===== src/rtl/steering_pkg.sv =====
// ---------------------------------------------------------------------------
// steering_pkg
//   Constants shared by the swerve steering rotation logic: FSM state
//   encoding, angle/duty widths and motor direction encoding.
// ---------------------------------------------------------------------------
package steering_pkg;

   localparam int ANGLE_W = 12;
   localparam int DUTY_W  = 8;

   localparam logic [2:0] ST_IDLE    = 3'd0;
   localparam logic [2:0] ST_REQUEST = 3'd1;
   localparam logic [2:0] ST_WAIT    = 3'd2;
   localparam logic [2:0] ST_UPDATE  = 3'd3;
   localparam logic [2:0] ST_DONE    = 3'd4;
   localparam logic [2:0] ST_FAULT   = 3'd5;

   localparam logic DIR_CCW = 1'b1;
   localparam logic DIR_CW  = 1'b0;

endpackage


===== src/rtl/duty_ramp.sv =====
// ---------------------------------------------------------------------------
// duty_ramp
//   Combinational next-duty selection applied on each accepted calculator
//   result that is outside the stop tolerance.
//   Priority: brake on direction change while moving, fixed slow duty near
//   target, otherwise ramp up by RAMP_STEP with saturation at DUTY_MAX.
// Ports
//   delta_i      latched shortest distance to target
//   dir_i        latched shortest direction
//   duty_i       current duty
//   motor_dir_i  current motor direction
//   duty_o       next duty
//   motor_en_o   next motor enable
//   motor_dir_o  next motor direction
// ---------------------------------------------------------------------------
module duty_ramp
   import steering_pkg::*;
#(
   parameter logic [ANGLE_W-1:0] SLOW_ZONE = 12'd256,
   parameter logic [DUTY_W-1:0]  DUTY_MIN  = 8'd32,
   parameter logic [DUTY_W-1:0]  DUTY_MAX  = 8'd255,
   parameter logic [DUTY_W-1:0]  RAMP_STEP = 8'd8
) (
   input  logic [ANGLE_W-1:0] delta_i,
   input  logic               dir_i,
   input  logic [DUTY_W-1:0]  duty_i,
   input  logic               motor_dir_i,
   output logic [DUTY_W-1:0]  duty_o,
   output logic               motor_en_o,
   output logic               motor_dir_o
);

   // One extra bit so the ramp add cannot wrap before saturation.
   logic [DUTY_W:0] sum;

   always_comb begin
      sum         = {1'b0, duty_i} + {1'b0, RAMP_STEP};
      duty_o      = duty_i;
      motor_en_o  = 1'b1;
      motor_dir_o = dir_i;
      if ((dir_i != motor_dir_i) && (duty_i != '0)) begin
         // Brake step: stop first, the next result adopts the new direction.
         duty_o      = '0;
         motor_en_o  = 1'b0;
         motor_dir_o = motor_dir_i;
      end else if (delta_i <= SLOW_ZONE) begin
         duty_o = DUTY_MIN;
      end else if (sum > {1'b0, DUTY_MAX}) begin
         duty_o = DUTY_MAX;
      end else begin
         duty_o = sum[DUTY_W-1:0];
      end
   end

endmodule


===== src/rtl/rotation_controller.sv =====
// ---------------------------------------------------------------------------
// rotation_controller
//   Closed-loop initiator for the shortest-path delta calculator. Requests a
//   calculation, waits for the result (with timeout), and turns each result
//   into motor enable / direction / PWM duty until the target is within
//   tolerance.
//   Optional build macro ROTATION_STALL_DETECT_EN adds stall detection:
//   consecutive driven results whose delta does not shrink raise FAULT.
// Ports
//   clock, reset_n   clock, asynchronous active-low reset
//   start            begin a rotation (accepted in IDLE/DONE/FAULT)
//   abort            stop the motor and return to IDLE from any state
//   enable_calc      one-cycle request to the calculator
//   dir_shortest     calculator direction result (1 = CCW, 0 = CW)
//   delta_angle      calculator shortest distance to target
//   calc_updated     one-cycle valid for the calculator result
//   motor_en         motor enable
//   motor_dir        motor direction (same encoding as dir_shortest)
//   duty             PWM duty
//   rotation_done    held high in DONE
//   rotation_fault   held high in FAULT
// ---------------------------------------------------------------------------
module rotation_controller
   import steering_pkg::*;
#(
   parameter logic [ANGLE_W-1:0] TOLERANCE    = 12'd8,
   parameter logic [ANGLE_W-1:0] SLOW_ZONE    = 12'd256,
   parameter logic [DUTY_W-1:0]  DUTY_MIN     = 8'd32,
   parameter logic [DUTY_W-1:0]  DUTY_MAX     = 8'd255,
   parameter logic [DUTY_W-1:0]  RAMP_STEP    = 8'd8,
   parameter logic [15:0]        CALC_TIMEOUT = 16'd1000
`ifdef ROTATION_STALL_DETECT_EN
   ,
   parameter logic [3:0]         STALL_LIMIT  = 4'd8
`endif
) (
   input  logic               clock,
   input  logic               reset_n,
   input  logic               start,
   input  logic               abort,
   output logic               enable_calc,
   input  logic               dir_shortest,
   input  logic [ANGLE_W-1:0] delta_angle,
   input  logic               calc_updated,
   output logic               motor_en,
   output logic               motor_dir,
   output logic [DUTY_W-1:0]  duty,
   output logic               rotation_done,
   output logic               rotation_fault
);

   logic [2:0]         state_q, state_d;
   logic [15:0]        wait_cnt_q, wait_cnt_d;
   logic [ANGLE_W-1:0] delta_q, delta_d;
   logic               dir_q, dir_d;

   logic               ecalc_q, ecalc_d;
   logic               en_q, en_d;
   logic               mdir_q, mdir_d;
   logic [DUTY_W-1:0]  duty_q, duty_d;
   logic               done_q, done_d;
   logic               fault_q, fault_d;

   logic [DUTY_W-1:0]  ramp_duty;
   logic               ramp_en;
   logic               ramp_dir;
   logic               stall_hit;
   logic               start_ok;

   assign start_ok = start && ((state_q == ST_IDLE) || (state_q == ST_DONE) ||
                               (state_q == ST_FAULT));

   duty_ramp #(
      .SLOW_ZONE (SLOW_ZONE),
      .DUTY_MIN  (DUTY_MIN),
      .DUTY_MAX  (DUTY_MAX),
      .RAMP_STEP (RAMP_STEP)
   ) u_ramp (
      .delta_i     (delta_q),
      .dir_i       (dir_q),
      .duty_i      (duty_q),
      .motor_dir_i (mdir_q),
      .duty_o      (ramp_duty),
      .motor_en_o  (ramp_en),
      .motor_dir_o (ramp_dir)
   );

`ifdef ROTATION_STALL_DETECT_EN
   logic [3:0]         stall_cnt_q, stall_cnt_d;
   logic [ANGLE_W-1:0] prev_delta_q, prev_delta_d;

   // A result that drives the motor but does not bring the target closer
   // counts toward a stall; any other result restarts the count.
   always_comb begin
      stall_cnt_d  = stall_cnt_q;
      prev_delta_d = prev_delta_q;
      if (abort || start_ok) begin
         stall_cnt_d  = '0;
         prev_delta_d = '0;
      end else if (state_q == ST_UPDATE) begin
         prev_delta_d = delta_q;
         if ((delta_q > TOLERANCE) && ramp_en && (delta_q >= prev_delta_q))
            stall_cnt_d = stall_cnt_q + 4'd1;
         else
            stall_cnt_d = '0;
      end
   end

   assign stall_hit = (state_q == ST_UPDATE) && (stall_cnt_d >= STALL_LIMIT);

   always_ff @(posedge clock or negedge reset_n) begin
      if (!reset_n) begin
         stall_cnt_q  <= '0;
         prev_delta_q <= '0;
      end else begin
         stall_cnt_q  <= stall_cnt_d;
         prev_delta_q <= prev_delta_d;
      end
   end
`else
   assign stall_hit = 1'b0;
`endif

   // State and output registers.
   always_ff @(posedge clock or negedge reset_n) begin
      if (!reset_n) begin
         state_q    <= ST_IDLE;
         wait_cnt_q <= '0;
         delta_q    <= '0;
         dir_q      <= 1'b0;
         ecalc_q    <= 1'b0;
         en_q       <= 1'b0;
         mdir_q     <= 1'b0;
         duty_q     <= '0;
         done_q     <= 1'b0;
         fault_q    <= 1'b0;
      end else begin
         state_q    <= state_d;
         wait_cnt_q <= wait_cnt_d;
         delta_q    <= delta_d;
         dir_q      <= dir_d;
         ecalc_q    <= ecalc_d;
         en_q       <= en_d;
         mdir_q     <= mdir_d;
         duty_q     <= duty_d;
         done_q     <= done_d;
         fault_q    <= fault_d;
      end
   end

   // Next-state logic.
   always_comb begin
      state_d    = state_q;
      wait_cnt_d = wait_cnt_q;
      delta_d    = delta_q;
      dir_d      = dir_q;
      if (abort) begin
         state_d = ST_IDLE;
      end else begin
         case (state_q)
            ST_IDLE: if (start) state_d = ST_REQUEST;
            ST_REQUEST: begin
               wait_cnt_d = '0;
               state_d    = ST_WAIT;
            end
            ST_WAIT: begin
               // A result arriving on the timeout edge is still accepted.
               if (calc_updated) begin
                  delta_d = delta_angle;
                  dir_d   = dir_shortest;
                  state_d = ST_UPDATE;
               end else begin
                  wait_cnt_d = wait_cnt_q + 16'd1;
                  if (wait_cnt_d >= CALC_TIMEOUT) state_d = ST_FAULT;
               end
            end
            ST_UPDATE: begin
               if (delta_q <= TOLERANCE) state_d = ST_DONE;
               else if (stall_hit)       state_d = ST_FAULT;
               else                      state_d = ST_REQUEST;
            end
            ST_DONE, ST_FAULT: if (start) state_d = ST_REQUEST;
            default: state_d = ST_IDLE;
         endcase
      end
   end

   // Output next-values; every output is taken from a flop.
   always_comb begin
      ecalc_d = (state_d == ST_REQUEST);
      done_d  = (state_d == ST_DONE);
      fault_d = (state_d == ST_FAULT);
      en_d    = en_q;
      duty_d  = duty_q;
      mdir_d  = mdir_q;
      if (abort) begin
         en_d   = 1'b0;
         duty_d = '0;
         mdir_d = 1'b0;
      end else if ((state_q == ST_UPDATE) && (state_d == ST_REQUEST)) begin
         en_d   = ramp_en;
         duty_d = ramp_duty;
         mdir_d = ramp_dir;
      end else if ((state_d == ST_DONE) || (state_d == ST_FAULT)) begin
         en_d   = 1'b0;
         duty_d = '0;
      end
   end

   assign enable_calc    = ecalc_q;
   assign motor_en       = en_q;
   assign motor_dir      = mdir_q;
   assign duty           = duty_q;
   assign rotation_done  = done_q;
   assign rotation_fault = fault_q;

endmodule

===== config.mk =====
export PLATFORM = sky130hd
export DESIGN_NAME = rotation_controller
export DESIGN_NICKNAME = d
export VERILOG_FILES = /design/src/rtl/steering_pkg.sv /design/src/rtl/duty_ramp.sv /design/src/rtl/rotation_controller.sv
export SDC_FILE = /design/constraint.sdc
export NUM_CORES = 1
export LEC_CHECK = 0
export CAP_MARGIN = 40
export CORE_UTILIZATION = 55
export CTS_BUF_LIST = sky130_fd_sc_hd__clkbuf_2
export CTS_CLUSTER_SIZE = 10
export DETAILED_ROUTE_END_ITERATION = 8
export PLACE_DENSITY_LB_ADDON = 0.08
export SYNTH_ARGS = -nofsm -noshare
export SYNTH_HDL_FRONTEND = slang
export SYNTH_SLANG_ARGS = --single-unit
export TNS_END_PERCENT = 50

===== constraint.sdc =====
create_clock -name clock -period 7.4 [get_ports clock]
set_input_delay 1.48 -clock clock [delete_from_list [all_inputs] [get_ports clock]]
set_output_delay 1.48 -clock clock [all_outputs]
set_load 0.02 [all_outputs]

# Word-level counts from Yosys, hierarchy flattened
# Index checks and enable logic that the tools add are counted.
# W data, S select, Z words.
# word_totals
ff_bits,45
out_inout_bits,13
word_cells,61
# classes
muxes,21
bitwise,1
reduce_logical,12
add_sub_neg,2
n_eq_ne,11
n_lt_le_gt_ge,4
# op_table
cell,n
$mux W8,6
$pmux W16 S2,1
$add A16 B1 Y16 const B,1
$ge A16 B10 Y1 const B,1
$mux W16,1
$mux W3,5
$eq A3 B3 Y1 const B,4
$le A12 B4 Y1 const B,1
$le A12 B9 Y1 const B,1
$pmux W3 S4,1
$add A8 B4 Y9 const B,1
$gt A9 B8 Y1 const B,1
$reduce_bool A8 Y1,1
$mux W1,7
$eq A3 B1 Y1 const B,2
$eq A3 B2 Y1 const B,2
$reduce_and A3 Y1,2
$ne A2 B2 Y1 const B,2
$reduce_bool A2 Y1,2
$logic_not A3 Y1,1
$reduce_bool A3 Y1,1
$reduce_or A3 Y1,1
$logic_and A1 B1 Y1,2
$reduce_and A2 Y1,1
other kinds (3),3

# Depth between registers and ports, before layout
# depth
ltp_word,11
ltp_mapped,10
mapped_depth_nobuf,9

# By module
# From an unflattened synthesis, not the netlist that was laid out.
# unflattened
hier_cells,259
area_unflattened_um2,2556.2
# by_module_without_submodules
module,seq_area_each_um2,area_per_inst_um2,instances,cells_per_inst
rotation_controller,1126.1,2272.2,1,217
duty_ramp,0.0,284.0,1,42

# Least setup slack after synthesis
# OpenSTA, ideal clock, no wires.
# synth_timing
path_type,input to register
startpoint,input port abort
endpoint,"register duty_q[5], in the netlist duty[5]"
path_slack_ns,4.548
setup_ns,0.126
cell_stages,6
t_arrival_ns,2.726
path_buffers,2
path_cell_list,clkbuf_1 > nor4_4 > o21ai_2 > and2_4 > buf_6 > a221o_1
# synth_between
elab_chain_cells,5
# synth_rtl
element,line,rtl
"start, declared",rotation_controller.sv:40,"input logic abort,"
$mux W3,rotation_controller.sv:157,if (abort) begin
$eq A3 B1 Y1,rotation_controller.sv:200,end else if ((state_q == ST_UPDATE) && (state_d == ST_REQUEST)) begin
$logic_and A1 B1 Y1,rotation_controller.sv:200,
$mux W8,rotation_controller.sv:200,
$mux W8,rotation_controller.sv:196,if (abort) begin
"end signal, assigned",rotation_controller.sv:145,duty_q <= duty_d;
"end, declared",rotation_controller.sv:60,"logic [DUTY_W-1:0] duty_q, duty_d;"
# Several ways; a longest one is shown, not always the timed one.
# A chain may end at the register's enable or synchronous reset.

# Final worst setup path
# Ends and elaborated chain as after synthesis.

==> results.txt <==
----------------------------------------------------
[Pwr]
  Areal power density over the cells ... 184 mW/mm2
  Worst IR Drop VDD ... 0.149 mV
  P_leak ... 0.00123 uW

[Clocking]
  Number of cells upsized or downsized after cts ... 0
  Number of clock sinks seen by CTS ... 43
  Max H-tree Level ... 2
  Number of buffers created by CTS ... 5
  Worst-path clk slew ... 0.22 ns
  CTS tree ... yes
  Hold-fix buffers, CTS ... 0
  Post CTS Setup Buffer Count ... 0
  Clock insertion delay at the later pin of the skew report ... 0.39 ns
  Deepest clock path buffer count ... 2
  Cell at the root of the clock tree ... sky130_fd_sc_hd__clkbuf_2

[Worst setup path]
  Critical Path Source Type ... primary input
  Critical Path AT ... 3.61 ns
  Crit path capture type ... flip-flop
  CP required ... 7.72 ns
  Largest fanout on the critical path ... 15
  Crit Path Class ... in2reg

[Timing]
  Largest clock skew in the final design ... 0.0181 ns
  Final Cycle Share ... 0.444
  Worst-Margin Slew ... 0.854 ns
  Peak Freq ... 0.304 GHz
  Setup repair after global routing missed its margin ... no
  Crit path time final ... 3.29 ns
  Total negative slack ... 0 ns
  Max Transition Viols Final ... 0
  Final hold violation count ... 0
  Worst slew margin relative to its limit ... 0.427
  Final setup fails ... 0
  Final worst hold slack ... 0.508 ns

[Floorplanning]
  DIE AREA ... 0.00464 mm2
  Die span in x ... 68.1 um
  Boundary pin count ... 31
  Height of the die ... 68.1 um
  Cell Rows ... 23
  Placeable core region ... 0.00409 mm2
  Initial core utilization ... 0.588

[Route]
  Iteration count of the initial detailed-routing pass ... 4
  Vias post-DR ... 1909
  Met2 wire length ... 2.17 mm
  Routed wire length on met3 ... 181 um
  Initial drt markers ... 117
  Routed vias/inst ... 5.97
  Final routed wire length divided by cell count ... 14.7 um
  Post-detailed-route count of antenna-violating nets ... 0
  Overall routed net length ... 4.69 mm
  Wire length on met1 ... 2.28 mm
  Top layer used by detailed routing ... met4
  Post-detailed-route DRC marker count ... 0

[Finish]
  Total inserted antenna cells ... 0
  Fillers ... 352
  Share of the core filled with cells in the final layout ... 0.676
  Final #Nets ... 290
  Layout cell share with drive strength beyond 1 ... 0.133
  Non-filler instance count after layout ... 320
  Post-synthesis to final-layout area growth ... 14.9%

[Yosys]
  Count of flip-flops with a built-in enable after synthesis ... 0
  Post-synthesis async set-or-reset flop share ... 1.00
  Sequential cell area fraction in the yosys report ... 0.448
  Syn nets ... 265
  Warnings from Yosys ... 0
  Cell count after synthesis ... 244
  Mean post-synth cell area ... 9.85 um2
  Area of the mapped netlist ... 0.00240 mm2
  FF+latch count, synth ... 43
  Count of unique library cells instantiated by Yosys ... 56
  Most frequently used flop master after synthesis ... sky130_fd_sc_hd__dfrtp_1
  Area share of the largest cell type after synthesis ... 0.448
  Dominant cell type by area after synthesis ... sky130_fd_sc_hd__dfrtp_1
  Biggest area contributors in the synthesized netlist ... sky130_fd_sc_hd__dfrtp_1, sky130_fd_sc_hd__mux2_2, sky130_fd_sc_hd__o21ai_0

[Place]
  Final weighted congestion of routability-driven global placement ... 0.860
  Number of placed instances with taps included ... 312
  Port-buffer cells ... 30
  DPL Wire Length ... 3.31 mm

[Worst hold path]
  Class of the tightest hold or removal check ... reg2reg

[Global routing]
  Gr ovfl total ... 0
  Pin count of the biggest net entering global routing ... 23
  Number of antenna violations at the first check in global routing ... 0
  Global-route wire length before repair ... 7.84 mm
  Via count of the first global-routing pass ... 1674
  Global-route usage over all layers ... 0.227

[Run]
  Count of maximum capacitance violations ... 0

[Run status]
  Result of the run ... completed

----------------------------------------------------
[Yosys cell counts, drive strengths merged (2+ instances only)]
| cell type | count |
|---|---|
| a31oi | 6 |
| nor2 | 18 |
| nor2b | 3 |
| xnor2 | 4 |
| xor2 | 2 |
| and4 | 2 |
| mux2 | 14 |
| and2 | 4 |
| mux2i | 3 |
| nand2b | 7 |
| a21oi | 11 |
| a22o | 2 |
| inv | 3 |
| nor3 | 6 |
| ha | 3 |
| o21ai | 32 |
| nor4 | 5 |
| nand2 | 21 |
| nand4 | 5 |
| clkbuf | 7 |
| nand3 | 8 |
| and3 | 5 |
| buf | 6 |
| o22a | 2 |
| dfrtp | 43 |
| a21o | 5 |
| a21boi | 2 |
[power breakdown]
part	internal (uW)	total, uW	switching, uW
clock network	25.8	99.6	73.8
registers	277	304	27.9
logic	57.3	103	46.2
[worst max-delay path, stage by stage]
cell	delay, ns
sky130_fd_sc_hd__clkdlybuf4s50_1	0.59
sky130_fd_sc_hd__nor4_4	0.82
sky130_fd_sc_hd__o21ai_2	0.15
sky130_fd_sc_hd__and2_4	0.21
sky130_fd_sc_hd__a221o_1	0.34
[worst paths after layout]
path / startpoint / depth (start not counted) / end / slack, ns
max: abort / 5 / duty[5]$_DFFE_PN0P_ / 4.11
min: motor_en$_DFFE_PN0P_ / 1 / motor_en$_DFFE_PN0P_ / 0.51
max reg2reg: wait_cnt_q[7]$_DFFE_PN0P_ / 8 / rotation_done$_DFF_PN0_ / 4.79
min reg2reg: motor_en$_DFFE_PN0P_ / 1 / motor_en$_DFFE_PN0P_ / 0.51
max in group asynchronous: reset_n / 2 / wait_cnt_q[2]$_DFFE_PN0P_ / 5.87
min in group asynchronous: reset_n / 1 / rotation_fault$_DFF_PN0_ / 1.02
[layout make-up]
cell class              instances  area, um2  share of cell area
clock buffers                   7       35.0              0.0127
well taps                      50       62.6              0.0227
inverters                       3       11.3             0.00408
repair buffers                 31        323               0.117
clock inverters                 1       5.00             0.00181
multi-input cells             185       1250               0.452
flip-flops and latches         43       1080               0.390
[per-layer routing]
metal  track usage  vias up
met5             0        -
met4        0.0599        0
met3        0.0583        7
li1              -      944
met2         0.352       51
met1         0.312      907
[cells by family (layout without fill, tap and decap cells)]
group,after synthesis,count (layout),share of synthesized area
DFF,43,43,0.448
muxes,17,17,0.0781
AOI/OAI and AO/OA,68,68,0.173
xor gates and xnor gates,6,6,0.0219
adders and majority gates,4,4,0.0198
buffers and inverters,16,42,0.0323
and+or+nand+nor,90,90,0.227
[cell usage in the layout, fill, tap and decap left out, drive strengths merged, types with 3 or more instances in the layout]
cell / Yosys / final
a21o: 5 / 5
and3: 5 / 5
a21oi: 11 / 11
nor2: 18 / 18
mux2i: 3 / 3
dfrtp: 43 / 43
clkdlybuf4s50: 0 / 29
nand2b: 7 / 7
and2: 4 / 4
nor4: 5 / 5
xnor2: 4 / 4
nor2b: 3 / 3
o21ai: 32 / 32
inv: 3 / 3
mux2: 14 / 14
nor3: 6 / 6
nand3: 8 / 8
clkbuf: 7 / 7
ha: 3 / 3
nand2: 21 / 21
nand4: 5 / 5
a31oi: 6 / 6
[stage by stage]
step	setup slack (ns)	cell area (um2)	power, uW
after detailed placement	3.68	2720	415
after global routing	4.05	2760	540
after global placement	3.71	2690	409
after floorplan	4.55	2400	377
final	4.11	2760	508
after CTS	4.12	2760	512
[flip-flops by register name, summed over array words and instances, names as in the netlist]
register and cells:
wait_cnt_q 16, delta_q 12, duty 6, state_q 3, dir_q 1, enable_calc 1, motor_dir 1, motor_en 1
rotation_done 1, rotation_fault 1
Power figures use the tool's default switching activity.
==> edit 1 (same flow settings) <==
Change the package constant `DUTY_W` from 8 to 10.
--- a/src/rtl/steering_pkg.sv
+++ b/src/rtl/steering_pkg.sv
@@ -7,5 +7,5 @@
 
    localparam int ANGLE_W = 12;
-   localparam int DUTY_W  = 8;
+   localparam int DUTY_W  = 10;
 
    localparam logic [2:0] ST_IDLE    = 3'd0;
Ports: changed (resized duty); port bits go from 31 to 33. No check against the original RTL was run, so the function may have changed too.
==> edit 1 against the unedited design <==
  * Clock power shrank 5.6%
  * Setup slack improved by 0.096 ns
  * Design area up 11%
  * Clock skew up 0.0020 ns
  * Count of clock-buffer cells in the layout is 2 lower
  * Sequential share of layout area fell by 2.2 points
  * Sequential cell count up 2
  * Synthesized area up 12%
  * Register-to-register slack got worse by 0.10 ns
  * Power grew 11%
  * Sequential power grew 9.5%
  * Wire length grew 18%
  * Hold slack gained 0.025 ns
==> edit 1: results (changes against the unedited design) <==
stage	metric	value	unit	change
global_route	met1 usage	28.1	%	-3.0 points
yosys	Seq/Total Area, Yosys	41.8	%	-3.0 points
yosys	Cell variety after synth	62		+11%
critical_path	critical-path cell with the highest stage delay	nor4_1		
global_route	GRT Util Overall	22.4	%	-0.27 points
route	DR WL met3	156	um	-14%
timing	Hold WS	0.533	ns	+0.0251 ns
yosys	Area contributors post-synth	dfrtp_1 (42%), mux2_2 (5.9%), o21ai_0 (4.5%)		
place	port bufs	32		+6.7%
power_and_ir_drop	P_leak	1.24	nW	+1.3%
finish	layout cells sized above 1	15.9	%	+2.6 points
power_and_ir_drop	power consumption	0.563	mW	+11%
route	metal2 WL	2.79	mm	+28%
status	status	finished, final reports clean		
critical_path	critical path peak fanout	12		-3
global_route	vias in the first global route	2006		+20%
timing	Max Clock Skew	0.0201	ns	+0.00200 ns
global_route	initial antenna violation count	0		unchanged
global_route	GR Layer Usage met2	39.7	%	+4.6 points
timing	Final WS setup	4.21	ns	+0.0961 ns
route	DRT iter0 DRCs	121		+3.4%
route	wire length on met1	2.53	mm	+11%
power_and_ir_drop	maximum vdd drop	85.7	uV	-42%
clock_network	worst skew pair latency	0.41	ns	+0.02 ns
min_path	hold_sp	delta_q[5]		
finish	fillers	416		+18%
place	DP Wirelength	4.01	mm	+21%
critical_path	Worst R2R Setup Slack	4.69	ns	-0.10 ns
finish	fin nets	324		+12%
critical_path	RR Endpoint	duty[6]		
min_path	WHS Endpoint	delta_q[5]		
global_route	M3 GR Usage	4.58	%	-1.3 points
finish	Synth-to-Final Area Change	13.7	%	
power_and_ir_drop	P_clk	0.0940	mW	-5.6%
finish	Top reg by flops	wait_cnt_q		
yosys	top cells by count, synth	dfrtp_1 (45), nand2_1 (24), o21ai_0 (24), nor2_1 (21)		
route	Via density	5.93		-0.65%
global_route	pin count of the biggest net entering global routing	25		+8.7%
power_and_ir_drop	switching share of total power	32.0	%	+2.9 points
power_and_ir_drop	sequential power share	59.2	%	-0.8 points
yosys	Mapped Nets	300		+13%
timing	Slew HR	48.1	%	+5.4 points
critical_path	RR Startpoint	wait_cnt_q[0]		
global_route	first-pass GRT wire length	9.18	mm	+17%
critical_path	Setup crit end	duty[1]		
route	final wirelength	5.53	mm	+18%
place	dpl ws	3.83	ns	+0.153 ns
place	Final Wtd Congestion	0.834		-3.1%
critical_path	CP max stage delay	0.76	ns	-0.06 ns
==> edit 1: changes by cell type in the layout (fill, tap and decap cells not counted), moves of 3 or more <==
cell      change
inv_1        +11
o21ai_0       -6
o31ai_2       +6
and3_1        -4
nand2_1       +4
nor2_1        +4
o31ai_1       +4
a211o_1       +3
a21o_1        -3
nand2b_1      -3
or3_1         +3
or4_1         +3
==> edit 1: layout make-up <==
type                       count  area share [%]
tap                           67            2.74
timing repair buffer          34            11.4
clock buffer                   5           0.817
clock inverter                 1           0.163
sequential                    45            36.7
inverter                      14            1.71
multi-input combinational    203            46.4
==> edit 1: logic make-up after synthesis <==
group / synth area share [%]
AO/OA/AOI/OAI: 20.4
XOR/XNOR: 0.650
adder cells (fa/ha/maj): 1.39
buffers and inverters: 5.43
flip-flops: 41.8
multiplexers: 7.34
AND/OR/NAND/NOR: 22.9
==> edit 1: stage by stage <==
stage                     area, um2  instances
after floorplan                2690        279
after detailed placement       3030        363
final                          3060        369
after CTS                      3060        369
after global placement         3010        362
after global routing           3060        369
==> edit 2 (config.mk and constraints unchanged) <==
Without the edit above. Register the inputs `start`, `dir_shortest`, `delta_angle` and `calc_updated` before use, without a reset. The logic sees them one clock later. The other inputs are not delayed to match. Comments in the files are not updated.
--- a/src/rtl/rotation_controller.sv
+++ b/src/rtl/rotation_controller.sv
@@ -50,4 +50,16 @@
 );
 
+   logic start_q;
+   logic dir_shortest_q;
+   logic [ANGLE_W-1:0] delta_angle_q;
+   logic calc_updated_q;
+
+   always_ff @(posedge clock) begin
+      start_q        <= start;
+      dir_shortest_q <= dir_shortest;
+      delta_angle_q  <= delta_angle;
+      calc_updated_q <= calc_updated;
+   end
+
    logic [2:0]         state_q, state_d;
    logic [15:0]        wait_cnt_q, wait_cnt_d;
@@ -68,5 +80,5 @@
    logic               start_ok;
 
-   assign start_ok = start && ((state_q == ST_IDLE) || (state_q == ST_DONE) ||
+   assign start_ok = start_q && ((state_q == ST_IDLE) || (state_q == ST_DONE) ||
                                (state_q == ST_FAULT));
 
@@ -159,5 +171,5 @@
       end else begin
          case (state_q)
-            ST_IDLE: if (start) state_d = ST_REQUEST;
+            ST_IDLE: if (start_q) state_d = ST_REQUEST;
             ST_REQUEST: begin
                wait_cnt_d = '0;
@@ -166,7 +178,7 @@
             ST_WAIT: begin
                // A result arriving on the timeout edge is still accepted.
-               if (calc_updated) begin
-                  delta_d = delta_angle;
-                  dir_d   = dir_shortest;
+               if (calc_updated_q) begin
+                  delta_d = delta_angle_q;
+                  dir_d   = dir_shortest_q;
                   state_d = ST_UPDATE;
                end else begin
@@ -180,5 +192,5 @@
                else                      state_d = ST_REQUEST;
             end
-            ST_DONE, ST_FAULT: if (start) state_d = ST_REQUEST;
+            ST_DONE, ST_FAULT: if (start_q) state_d = ST_REQUEST;
             default: state_d = ST_IDLE;
          endcase
Behaviour: not the same (a bounded check fails within 4 cycles, from zero or initial values and one cycle with reset_n low).
==> edit 2 against the unedited design <==
  * Synthesized cell count up 18%
  * Sequential cell count up 15
  * Synthesized area up 18%
  * Wire length up 22%
  * Hold slack worse by 0.034 ns
  * Setup slack better by 0.14 ns
  * Design area up 19%
  * Power up 50%
==> edit 2: results (changes against the unedited design) <==
stage	metric	value	unit	change
timing	max-slew violations	0		unchanged
finish	fin nets	336		+16%
timing	Max Clock Skew	0.0211	ns	+0.00300 ns
timing	Slew HR	44.2	%	+1.5 points
yosys	Cell variety after synth	56		unchanged
place	port bufs	30		unchanged
finish	layout cells sized above 1	13.8	%	+0.42 points
yosys	Area contributors post-synth	dfrtp_1 (38%), dfxtp_1 (11%), mux2_2 (5.2%)		
global_route	vias in the first global route	2057		+23%
clock_network	total setup buffers inserted after CTS	0		unchanged
route	routed vias	2254		+18%
route	DRT iter0 DRCs	208		+78%
clock_network	worst skew pair latency	0.47	ns	+0.08 ns
yosys	Async SR Flop Fraction	74.1	%	-26 points
critical_path	cell family with most CP delay	simple AND/OR/NAND/NOR gates		
clock_network	H-Tree Depth	3		+1
yosys	Seq/Total Area, Yosys	48.4	%	+3.6 points
global_route	first-pass GRT wire length	9.74	mm	+24%
status	status	finished, final reports clean		
finish	largest registers in the final layout	wait_cnt_q: 16 flops, delta_angle_q: 12 flops, delta_q: 12 flops		
power_and_ir_drop	P_leak	1.36	nW	+10%
min_path	Hold Path Class	flip-flop to flip-flop		
power_and_ir_drop	maximum vdd drop	233	uV	+56%
global_route	GRT Util Overall	23.8	%	+1.1 points
finish	fillers	382		+8.5%
yosys	top cells by count, synth	dfrtp_1 (43), o21ai_0 (27), nor2_1 (24), nand2_1 (21), dfxtp_1 (15)		
place	DP Area	3170	um2	+16%
critical_path	arrival time at the worst endpoint	3.54	ns	-0.07 ns
yosys	Mapped Nets	309		+17%
global_route	pin count of the biggest net entering global routing	24		+4.3%
clock_network	CTS clk-pin slew, worst paths	0.18	ns	-0.04 ns
finish	ant diodes	0		unchanged
critical_path	CP max stage delay	0.61	ns	-0.21 ns
place	Final Wtd Congestion	0.840		-2.3%
critical_path	critical path peak fanout	22		+7
yosys	Top FF cell, synth	dfrtp_1		
clock_network	Post-CTS Resized	0		unchanged
clock_network	Longest Clk Path Bufs	2		unchanged
clock_network	root buffer cell	clkbuf_2		
critical_path	critical-path cell with the highest stage delay	nand3_1		
clock_network	clock buffer count from CTS	9		+4
route	first-pass iteration count of the detailed router	6		+2
yosys	Ys Warns	0		unchanged
place	DP Wirelength	4.01	mm	+21%
route	wire length per cell	14.8	um	+0.67%
## edit 2: cell count changes in the layout (fill, tap and decap cells not counted), moves of 4 or more
| cell | delta |
|---|---|
| nor2_1 | +7 |
| nor3_1 | +5 |
| o22ai_1 | +4 |
| inv_1 | +6 |
| a21o_1 | -4 |
| o31ai_1 | +7 |
| dfxtp_1 | +15 |
## edit 2: cell families after synthesis
logic type      synth area share, %
mux                            6.03
flops                          48.4
simple gates                   19.4
xor+xnor                      0.617
buf+inv                        4.14
compound gates                 19.7
fa+ha+maj                      1.67
## edit 2: report_power, final
| part | switching (mW) | internal [mW] | leakage (nW) |
|---|---|---|---|
| combinational | 0.0752 | 0.0760 | 0.589 |
| clock | 0.122 | 0.0765 | 0.0616 |
| sequential | 0.0453 | 0.365 | 0.705 |
## edit 2: area by class of cell
type	instances	area, um2	share of cell area (%)
clock inverter	7	70.1	2.13
timing repair buffer	32	328	9.98
clock buffer	9	45.0	1.37
sequential	58	1380	41.9
tap	67	83.8	2.55
multi-input combinational	205	1350	41.0
inverter	9	33.8	1.03
## edit 2: routing by layer
layer / vias up / track usage, % / part of all wire [%]
met5: - / 0 / 0
met4: 0 / 9.62 / 1.8
met3: 12 / 4.25 / 3.9
met2: 63 / 34.6 / 45
met1: 1074 / 35.0 / 49
li1: 1105 / - / -
## edit 2: path summary, 6_finish.rpt
check,start,endpoint,slack (ns),cells after the start
hold reg to reg,delta_angle_q[3],delta_q[3],0.47,1
max in group asynchronous,reset_n,wait_cnt_q[13],5.95,2
setup / recovery,abort,wait_cnt_q[14],4.25,5
min in group asynchronous,reset_n,motor_dir,0.95,1
hold / removal,delta_angle_q[3],delta_q[3],0.47,1
setup reg to reg,wait_cnt_q[0],motor_dir,4.59,8
## edit 2: worst reg2reg max path, stage by stage, from the launching register on
cell and delay [ns]:
dfrtp_1 0.51, ha_1 0.30, nand3_1 0.24, nor3_1 0.39
mux2i_1 0.27, o211ai_2 0.16, o311ai_4 0.48, nor2_2 0.09
mux2_4 0.31
## edit 2: through the flow
stage          worst slack, ns  hold slack [ns]  std cells
6_report                  4.25            0.475        387
3_3_place_gp              3.90            0.445        369
5_1_grt                   4.07            0.484        387
3_5_place_dp              3.85            0.450        371
4_1_cts                   4.28            0.478        387
2_1_floorplan             4.59            0.440        288
